==> config.mk <==
export PLATFORM = sky130hd
export DESIGN_NAME = led_scanner
export DESIGN_NICKNAME = d
export VERILOG_FILES = /design/src/rtl/led_scanner.sv
export SDC_FILE = /design/constraint.sdc
export NUM_CORES = 1
export LEC_CHECK = 0
export ABC_AREA = 1
export BUFFER_PORTS_ARGS = -buffer_cell sky130_fd_sc_hd__buf_2
export CAP_MARGIN = 20
export CORE_MARGIN = 2
export CORE_UTILIZATION = 58
export DETAILED_ROUTE_END_ITERATION = 6
export PLACE_DENSITY = 0.79
export SYNTH_ARGS = -nofsm -noshare
export SYNTH_HDL_FRONTEND = slang
export SYNTH_SLANG_ARGS = --single-unit
==> constraint.sdc <==
create_clock -name clk -period 2.5 [get_ports clk]
set_input_delay 0.75 -clock clk [delete_from_list [all_inputs] [get_ports clk]]
set_output_delay 0.75 -clock clk [all_outputs]
set_load 0.01 [all_outputs]
==> src/rtl/led_scanner.sv <==
// Multiplexed 7-segment scanner: one digit slot per CLK_DIV clocks,
// with a pending/shadow buffer so displayed data only changes at frame edges.
module led_scanner #(
    parameter int CLK_DIV = 50000,
    parameter int NUM_DIG = 8
) (
    input  logic        clk,
    input  logic        rst,
    input  logic [31:0] i_value,
    input  logic [7:0]  i_dp,
    input  logic        i_blank_lz,
    input  logic        i_valid,
    output logic        o_ready,
    output logic [4:0]  o_dig_ctrl,
    output logic [7:0]  o_dig_en,
    output logic        o_frame_done
);

    localparam int CW = (CLK_DIV > 1) ? $clog2(CLK_DIV) : 1;
    localparam logic [CW-1:0] CNT_LAST = CW'(CLK_DIV - 1);
    localparam logic [2:0] IDX_LAST = 3'(NUM_DIG - 1);

    logic [CW-1:0] cnt;
    logic [2:0]    idx;
    logic [2:0]    idx_nxt;
    logic          tick;
    logic          boundary;
    logic          accept;
    logic          load;

    logic          pend_full;
    logic [31:0]   pend_value;
    logic [7:0]    pend_dp;
    logic          pend_blz;

    logic [31:0]   sh_value;
    logic [7:0]    sh_dp;
    logic          sh_blz;

    logic [31:0]   nx_value;
    logic [7:0]    nx_dp;
    logic          nx_blz;

    logic [3:0]    nib;
    logic          dpb;
    logic          nz;
    logic          blank;

    assign o_ready = !pend_full;

    always_comb begin
        tick     = (cnt == CNT_LAST);
        boundary = tick && (idx == IDX_LAST);
        accept   = i_valid && !pend_full;
        load     = boundary && pend_full;
        idx_nxt  = (idx == IDX_LAST) ? 3'd0 : idx + 3'd1;

        // The slot being entered must already see a shadow load at this edge
        nx_value = load ? pend_value : sh_value;
        nx_dp    = load ? pend_dp    : sh_dp;
        nx_blz   = load ? pend_blz   : sh_blz;

        nib = nx_value[{idx_nxt, 2'b00} +: 4];
        dpb = nx_dp[idx_nxt];

        nz = 1'b0;
        for (int j = 0; j < NUM_DIG; j++) begin
            if (j >= int'(idx_nxt)) begin
                if (nx_value[4*j +: 4] != 4'h0 || nx_dp[j]) begin
                    nz = 1'b1;
                end
            end
        end
        blank = nx_blz && (idx_nxt != 3'd0) && !nz;
    end

    always_ff @(posedge clk) begin
        if (rst) begin
            cnt          <= '0;
            idx          <= 3'd0;
            pend_full    <= 1'b0;
            pend_value   <= 32'h0;
            pend_dp      <= 8'h0;
            pend_blz     <= 1'b0;
            sh_value     <= 32'h0;
            sh_dp        <= 8'h0;
            sh_blz       <= 1'b0;
            o_dig_ctrl   <= 5'h00;
            o_dig_en     <= 8'hFE;
            o_frame_done <= 1'b0;
        end else begin
            cnt          <= tick ? '0 : cnt + CW'(1);
            o_frame_done <= boundary;

            if (tick) begin
                idx <= idx_nxt;
                if (blank) begin
                    o_dig_ctrl <= 5'h00;
                    o_dig_en   <= 8'hFF;
                end else begin
                    o_dig_ctrl <= {dpb, nib};
                    o_dig_en   <= ~(8'h01 << idx_nxt);
                end
            end

            // accept needs pending empty, load needs it full: never both
            if (load) begin
                sh_value  <= pend_value;
                sh_dp     <= pend_dp;
                sh_blz    <= pend_blz;
                pend_full <= 1'b0;
            end

            if (accept) begin
                pend_value <= i_value;
                pend_dp    <= i_dp;
                pend_blz   <= i_blank_lz;
                pend_full  <= 1'b1;
            end
        end
    end

endmodule

# Yosys cells after proc, flatten, opt, wreduce, memory -nomap -nowiden
# Index checks and enable logic that the tools add are counted.
# totals
reg_bits	116
word_cells	78
out_inout_bits	15
inputBits	44
# classes
n_eq_ne	2
n_reduce_logical	26
bitwise_logic	1
order_cmp	8
n_mux	25
shifts	2
n_addsub	2
# op_table
op	count
$mux W32	1
$reduce_bool A4 Y1	8
$shiftx A32 B6 Y4	1
$mux W1	19
$add A16 B1 Y16 const B	1
$eq A16 B16 Y1 const B	1
$mux W8	2
$ge A3 B3 Y1 const A	3
$logic_or A1 B1 Y1	8
$not A8 Y8	1
$shl A1 B3 Y8 const A	1
$ge A1 B3 Y1 const A	2
$ge A2 B3 Y1 const A	2
$logic_and A1 B1 Y1	5
$mux W5	1
$lt A3 B4 Y1 const B	1
$add A3 B1 Y3 const B	1
$bmux W1 S3	1
$eq A3 B3 Y1 const B	1
$mux W3	1
$reduce_bool A3 Y1	1
$logic_not A1 Y1	2
$reduce_bool A2 Y1	1
$reduce_or A2 Y1	1

# Logic depth before layout (Yosys ltp)
# Gate-level depths: netlist (run 1).
# depth
depth_word	24
depth_mapped	19
ltp_nobuf	16

# Least setup slack after synthesis (run 1)
# OpenSTA, ideal clock, no wires.
# synth_timing
path_kind	reg-to-reg
startpoint	register idx[0]
endpoint	register o_dig_ctrl[2]
setup_time_ps	112
setup_slack_ps	267
stages_incl_launch_ff	19
n_path_buf	2
required_ps	2388
arrival_ps	2121
synth_period_minus_slack_ps	2233
cell_sequence	dfxtp_1 -> ha_1 -> ha_1 -> nand2_1 -> clkinv_1 -> nand3_2 -> buf_6 -> inv_1 -> nand2_1 -> nand2_1 -> nor2_1 -> nand3_1 -> nand2_1 -> nand2_1 -> nor2_1 -> nand2_2 -> buf_6 -> nand2_1 -> nand2_1
# synth_between
elab_chain_cells	24
word_cells_on_any_way	52
cone_classes	add/sub: 1; order compare: 7; eq/ne: 1; shift: 1; mux: 20; reduce/logical: 22
# synth_rtl
element	line	text
start, declared	24	logic [2:0] idx;
start signal, assigned	96	idx <= idx_nxt;
branches (longest 23 deep; another with $add A3 B1 Y3)	-	
$mux W5 *	97	if (blank) begin
end signal, assigned	101	o_dig_ctrl <= {dpb, nib};
end, declared	14	output logic [4:0] o_dig_ctrl,
# Every way passes the cells marked *.
# A chain may end at the register's enable or synchronous reset.

# Worst setup path in the final report (run 1)
# layout_timing
startpoint	register idx[1]
endpoint	register o_dig_ctrl[2]
# The elaborated chain is that of the path after synthesis.

==> results of run 1 <==
routing by layer:
metal,part of all wire (%),vias to the layer above,track usage [%]
met3,7.6,32,7.09
met4,2.4,0,11.1
met1,43,2268,34.0
met2,47,207,45.8
li1,-,2491,-
met5,0,-,0
state kept, by name, indices dropped and copies added (netlist names):
name / cells
cnt: 16
idx: 3
o_dig_ctrl: 5
o_dig_en: 8
o_frame_done: 1
pend_blz: 1
pend_dp: 8
pend_full: 1
pend_value: 32
sh_blz: 1
sh_dp: 8
sh_value: 32
worst max-delay path: stages, from the launching register on:
cell and delay [ps]:
dfxtp_2 360, ha_2 200, ha_4 150, nand2_1 80, inv_2 100, nand3_4 170
clkbuf_16 230, nand2_1 90, nand2_1 90, nor2_1 160, nand3_1 150, nand2_1 80
nand2_1 80, nor2_4 160, nand2_4 110, nand2_1 90, nand2_1 50
per-stage QoR:
stage / hold WS [ps] / cells
2_1_floorplan: 418 / 739
3_3_place_gp: 430 / 886
3_5_place_dp: 437 / 886
4_1_cts: 442 / 918
5_1_grt: 444 / 927
6_report: 446 / 927
layout make-up:
cell class                      count  area share (%)
Clock buffer                       21            7.23
Tap cell                          108            2.13
Sequential cell                   116            36.6
Inverter                           84            5.02
Timing Repair Buffer               86            9.50
Clock inverter                     11            1.97
Multi-Input combinational cell    501            37.5
path summary, 6_finish.rpt:
| check | to | slack [ps] | cells past startpoint | from |
|---|---|---|---|---|
| hold / removal | pend_dp[0] | 450 | 2 | pend_dp[0] |
| hold reg to reg | pend_dp[0] | 450 | 2 | pend_dp[0] |
| setup / recovery | o_dig_ctrl[2] | 60 | 16 | idx[1] |
| setup reg to reg | o_dig_ctrl[2] | 60 | 16 | idx[1] |
report_power, final:
group          internal (mW)  switching (mW)  total, mW
combinational         0.0729           0.110      0.183
clock                   1.50           0.861       2.36
sequential              1.91          0.0285       1.94
total                   3.48            1.00       4.48
timing repair:
action,CTS,global route
buffers inserted,0,5
resized for setup,0,29
endpoints found under the setup margin,0,12
endpoints found under the hold margin,0,0
synth_stat cells (2+ instances only):
cell / count
nor2_1: 152
nand2_1: 140
dfxtp_1: 116
o21ai_0: 81
inv_1: 78
a21oi_1: 44
clkbuf_1: 27
nand3_1: 23
nand4_1: 19
buf_2: 8
a21oi_2: 7
ha_1: 7
nor3_1: 5
inv_2: 4
o211ai_1: 4
buf_6: 3
o21ai_1: 3
o22ai_1: 3
clkinv_1: 2
nand3_2: 2
nor3b_1: 2
xor2_1: 2
kinds of logic after synthesis:
kind of cell,synth area share [%]
AOI/OAI and AO/OA,14.7
buffers and inverters,9.75
and+or+nand+nor,27.9
DFF,45.5
adders and majority gates,1.71
xor gates and xnor gates,0.515
==> results.md, run 1 <==
- First-pass GRT wire length: 21.2 mm
- Area of the multi-input gates: 2380 um2
- H-tree depth: 4
- Post-DRT Antenna Nets: 0
- Commonest cells after routing, fill and taps aside: nor2_1 (149), nand2_1 (136), dfxtp_1 (114), o21ai_0 (80), inv_1 (77)
- Post-DP Area: 5540 um2
- Die Width: 97.8 um
- Largest net degree at the start of global routing: 59
- Worst Clk Skew: 7.68 ps
- Layout cells sized above 1: 18.2%
- Via count of the routed design: 4998
- Clk buf depth: 2
- Worst skew pair latency: 520 ps
- Rows: 34
- DP Worst Slack: 49.7 ps
- Area delta synth->final: 24.3%
- Yosys cell types: 29
- Fin util: 73.5%
- Syn Std Cell Area: 5110 um2
- Initial antenna violation count: 0
- CTS clk-pin slew, worst paths: 60 ps
- Main flop type after synthesis: dfxtp_1
- Routed vias/inst: 5.39
- Leak pwr: 2.77 nW
- Aggregate global routing overflow: 0
- Post-Syn Area per Cell: 6.91 um2
- Final worst path period need: 2440 ps
- Post-synthesis async set-or-reset flop share: 0%
- EDFF count, synth: 0
- Arrival @ worst endpoint: 2850 ps
- Hold Path Class: reg -> reg
- Number of global-route vias before repair: 4688
- Max-cap viol count: 0
- ANT cells: 0
- GRT Util Overall: 27.5%
- Final setup TNS: 0 ps
- Run status: complete, no violations
- Post-Route WL: 13.1 mm
- Least-Margin Pin Slew: 608 ps
- Yosys top cell area share: 45.5%
- Clk sinks: 116
- Drt initial violations: 335
- Die ar.: 9570 um2
- IO Pins: 59
- Setup violators final: 0
- Critical path class: reg -> reg
- CTS Buf Count: 17
- Mapped Nets: 790
- Final GP Congestion: 0.981
- Synth area leader: dfxtp_1
- Relative slew slack: 59.4%
- Final Worst Setup Slack: 61.6 ps
- CTS hold repair buffers: 0
- Dpl hpwl: 8.55 mm
- Residual DRC count: 0
- WP data required: 2910 ps
- Final hold vios: 0
- Clock tree root buffer cell: clkbuf_8
- Pins over their slew limit: 0
- Power per cell area: 705 nW/um2
- Fin area: 6350 um2
- I/O Buffers: 58
- Router iterations before antenna repair: 7
- Sequential fraction of the synthesis area: 45.5%
- Crit start category: flop
- Core Footprint: 8640 um2
- Max Freq: 410 MHz
- Average routed wire per standard cell: 14.1 um
- Period utilization: 97.5%
- Die Ht: 97.8 um
- Seq cells post-synth: 116
- Final #Nets: 857
- Fill cells: 675
- Syn Inst Count: 739
- Top cells by area, synth: dfxtp_1 (45%), nor2_1 (11%), nand2_1 (10%)
- TritonCTS clock tree: built
- Register area: 2320 um2
- Power consumption: 4.48 mW
- Most common cell after layout, fill and taps aside: nor2_1
- Critical path peak fanout: 10
- Worst VDD drop: 496 uV
- Synth Warn #: 0
- Critical Path Sink Type: flop
- Starting Density: 59.1%
Power figures use the tool's default switching activity.
==> run 2: changes to the inputs <==
--- a/config.mk
+++ b/config.mk
@@ -12,6 +12,7 @@
 export CORE_UTILIZATION = 58
 export DETAILED_ROUTE_END_ITERATION = 6
 export PLACE_DENSITY = 0.79
+export RECOVER_POWER = 25
 export SYNTH_ARGS = -nofsm -noshare
 export SYNTH_HDL_FRONTEND = slang
 export SYNTH_SLANG_ARGS = --single-unit
==> run 2 against run 1 <==
Via count down 1.1%; utilization down 0.38 points; first-iteration DRC count up 6.9%; highest routed layer unchanged; largest cell class unchanged; sequential cell count unchanged; combinational power down 4%; fmax up 0.38%; final cell count unchanged; design area down 0.51%; clock skew up 2.0 ps; global-route usage unchanged.
==> results.md, run 2 (same netlist as run 1, synthesis figures left out) <==
- Max Freq: 412 MHz (+0.38%)
- Drt initial violations: 358 (+6.9%)
- Power per cell area: 708 nW/um2 (+0.36%)
- Final GP Congestion: 0.981 (unchanged)
- I/O Buffers: 58 (unchanged)
- Worst path cell trace: ha_2 > ha_4 > nand2_1 > inv_2 > nand3_4 > buf_12 > buf_4 > nand2_1 > o21ai_0 > inv_1 > nand3_1 > nand2_1 > nand2_1 > nor2_4 > nand2_4 > nand2_1 > nand2_1
- Max-cap viol count: 0 (unchanged)
- Final Worst Setup Slack: 70.8 ps (+9.20 ps)
- Combinational power share: 3.9% (-0.2 points)
- WP data required: 2910 ps (about the same)
- Area delta synth->final: 23.7%
- Via count of the routed design: 4945 (-1.1%)
- Critical Path Sink Type: flop
- Core Footprint: 8640 um2 (unchanged)
- Worst skew pair latency: 520 ps (about the same)
- Worst R2R End: o_dig_ctrl[2]
- Clk network pwr share: 52.8% (about the same)
- Clk sinks: 116 (unchanged)
- Final worst path period need: 2430 ps (-9.20 ps)
- DP Worst Slack: 49.7 ps (unchanged)
- Power consumption: 4.47 mW (-0.15%)
- Worst Hold Launch: pend_dp[0]
- Rows: 34 (unchanged)
- Die Ht: 97.8 um (unchanged)
- Most common cell after layout, fill and taps aside: nor2_1
- R2r setup slk: 70 ps (about the same)
- Met1 WL: 5.70 mm (+2.1%)
- Die Width: 97.8 um (unchanged)
- Top Registers: pend_value (32), sh_value (32), cnt (16)
- Period utilization: 97.2% (-0.37 points)
- Final #Nets: 857 (unchanged)
- Fill cells: 679 (+0.59%)
- Worst VDD drop: 497 uV (+0.23%)
- Critical path class: reg -> reg
- Hold depth: 2 (unchanged)
- Crit path top cell by count: nand2_1
- Commonest cells after routing, fill and taps aside: nor2_1 (149), nand2_1 (136), dfxtp_1 (114), o21ai_0 (80), inv_1 (77)
- Run status: complete, no violations
- Aggregate global routing overflow: 0 (unchanged)
- First-pass GRT wire length: 21.2 mm (unchanged)
- H-tree depth: 4 (unchanged)
- CTS Buf Count: 17 (unchanged)
- Routed vias/inst: 5.33 (-1.1%)
- Internal: 3.47 mW (-0.16%)
- Net Sw Frac: 22.3% (about the same)
- Slowest cell on the critical path: dfxtp_2
- Hold Path End: pend_dp[0]
- Worst Clk Skew: 9.66 ps (+1.98 ps)
- TritonCTS clock tree: built
- Setup violators final: 0 (unchanged)
- Largest net degree at the start of global routing: 59 (unchanged)
- CTS clk-pin slew, worst paths: 60 ps (about the same)
- Residual DRC count: 0 (unchanged)
- Crit start category: flop
- Clock tree root buffer cell: clkbuf_8
- Leak pwr: 2.76 nW (-0.61%)
- IO Pins: 59 (unchanged)
- Critical Path Max Stage Delay: 360 ps (about the same)
- Average routed wire per standard cell: 14.1 um (-0.12%)
- Dpl hpwl: 8.55 mm (unchanged)
- Met2 wire len: 6.23 mm (+0.58%)
- Fin util: 73.2% (-0.38 points)
- Arrival @ worst endpoint: 2840 ps (about the same)
- Clk buf depth: 2 (unchanged)
- Reg2reg start: idx[1]
- Hold Slack: 449 ps (+2.96 ps)
- Relative slew slack: 9.64% (-50 points)
- Starting Density: 59.1% (unchanged)
- Router iterations before antenna repair: 5 (-2)
- Final hold vios: 0 (unchanged)
- Critical path peak fanout: 8 (-2)
- Net Sw Power: 0.999 mW (-0.10%)
- R2R depth: 17 (+1)
- Least-Margin Pin Slew: 1360 ps (+747 ps)
- Pins over their slew limit: 0 (unchanged)
- Post-Route WL: 13.1 mm (-0.12%)
- Post-DRT Antenna Nets: 0 (unchanged)
- ANT cells: 0 (unchanged)
- Final setup TNS: 0 ps (unchanged)
- Metal3 WL: 846 um (-14%)
- Layout cells sized above 1: 17.9% (-0.24 points)
- Hold Path Class: reg -> reg
- Initial antenna violation count: 0 (unchanged)
- Die ar.: 9570 um2 (unchanged)
- CTS hold repair buffers: 0 (unchanged)
- Top Metal Used: met4
- Seq pwr share: 43.3% (about the same)
- CP Launch Point: idx[1]
- GRT Util Overall: 27.5% (unchanged)
- Number of global-route vias before repair: 4688 (unchanged)
-- run 2: changes by cell type in the layout (fill, tap and decap cells not counted), sizes merged --
cell,before,now
clkbuf,24,27
buf,83,80
-- run 2: area by class of cell --
class | instances | area [um2] | share of cell area (%)
Multi-Input combinational cell | 501 | 2380 | 37.7
Tap cell | 108 | 135 | 2.14
Inverter | 84 | 319 | 5.05
Clock inverter | 11 | 125 | 1.98
Clock buffer | 21 | 459 | 7.27
Timing Repair Buffer | 86 | 571 | 9.03
Sequential cell | 116 | 2320 | 36.8
-- run 2: power groups by stage --
stage | clock (mW) | combinational, mW | sequential (mW)
2_1_floorplan | 0 | 0.109 | 1.96
4_1_cts | 2.37 | 0.181 | 1.93
5_1_grt | 2.46 | 0.202 | 1.94
3_3_place_gp | 0 | 0.174 | 1.97
3_5_place_dp | 0 | 0.180 | 1.97
6_report | 2.36 | 0.176 | 1.94
-- run 2: critical path: cells and delay by family (launching register included) --
family,cells,cell delay [ps]
buffers and inverters,4,540
adder cells (fa/ha/maj),2,350
flip-flops,1,360
AO/OA/AOI/OAI,1,70
AND/OR/NAND/NOR,10,1010
-- run 2: routing by layer --
| metal | up-vias | track usage [%] |
|---|---|---|
| met3 | 27 | 7.09 |
| met2 | 180 | 45.8 |
| met5 | - | 0 |
| met4 | 0 | 11.1 |
| met1 | 2245 | 34.0 |
| li1 | 2493 | - |
-- run 2: how the worst max path moves through the flow --
| stage | end | slack (ps) | cells past startpoint |
|---|---|---|---|
| after floorplan | o_dig_ctrl[2] | 270 | 18 |
| after global placement | o_dig_ctrl[4] | 110 | 17 |
| after detailed placement | o_dig_ctrl[2] | 50 | 17 |
| after CTS | o_dig_ctrl[2] | 20 | 17 |
| after global routing | o_dig_ctrl[2] | -90 | 16 |
| final | o_dig_ctrl[2] | 70 | 17 |
-- run 2: stage by stage --
stage	cells	cell area, um2
2_1_floorplan	739	5110
3_3_place_gp	886	5540
3_5_place_dp	886	5540
4_1_cts	918	6120
5_1_grt	927	6320
6_report	927	6320
-- run 2: repair_timing --
action / CTS / global route
buffers inserted: 0 / 5
gates resized for setup: 0 / 29
endpoints found under the setup margin: 0 / 12
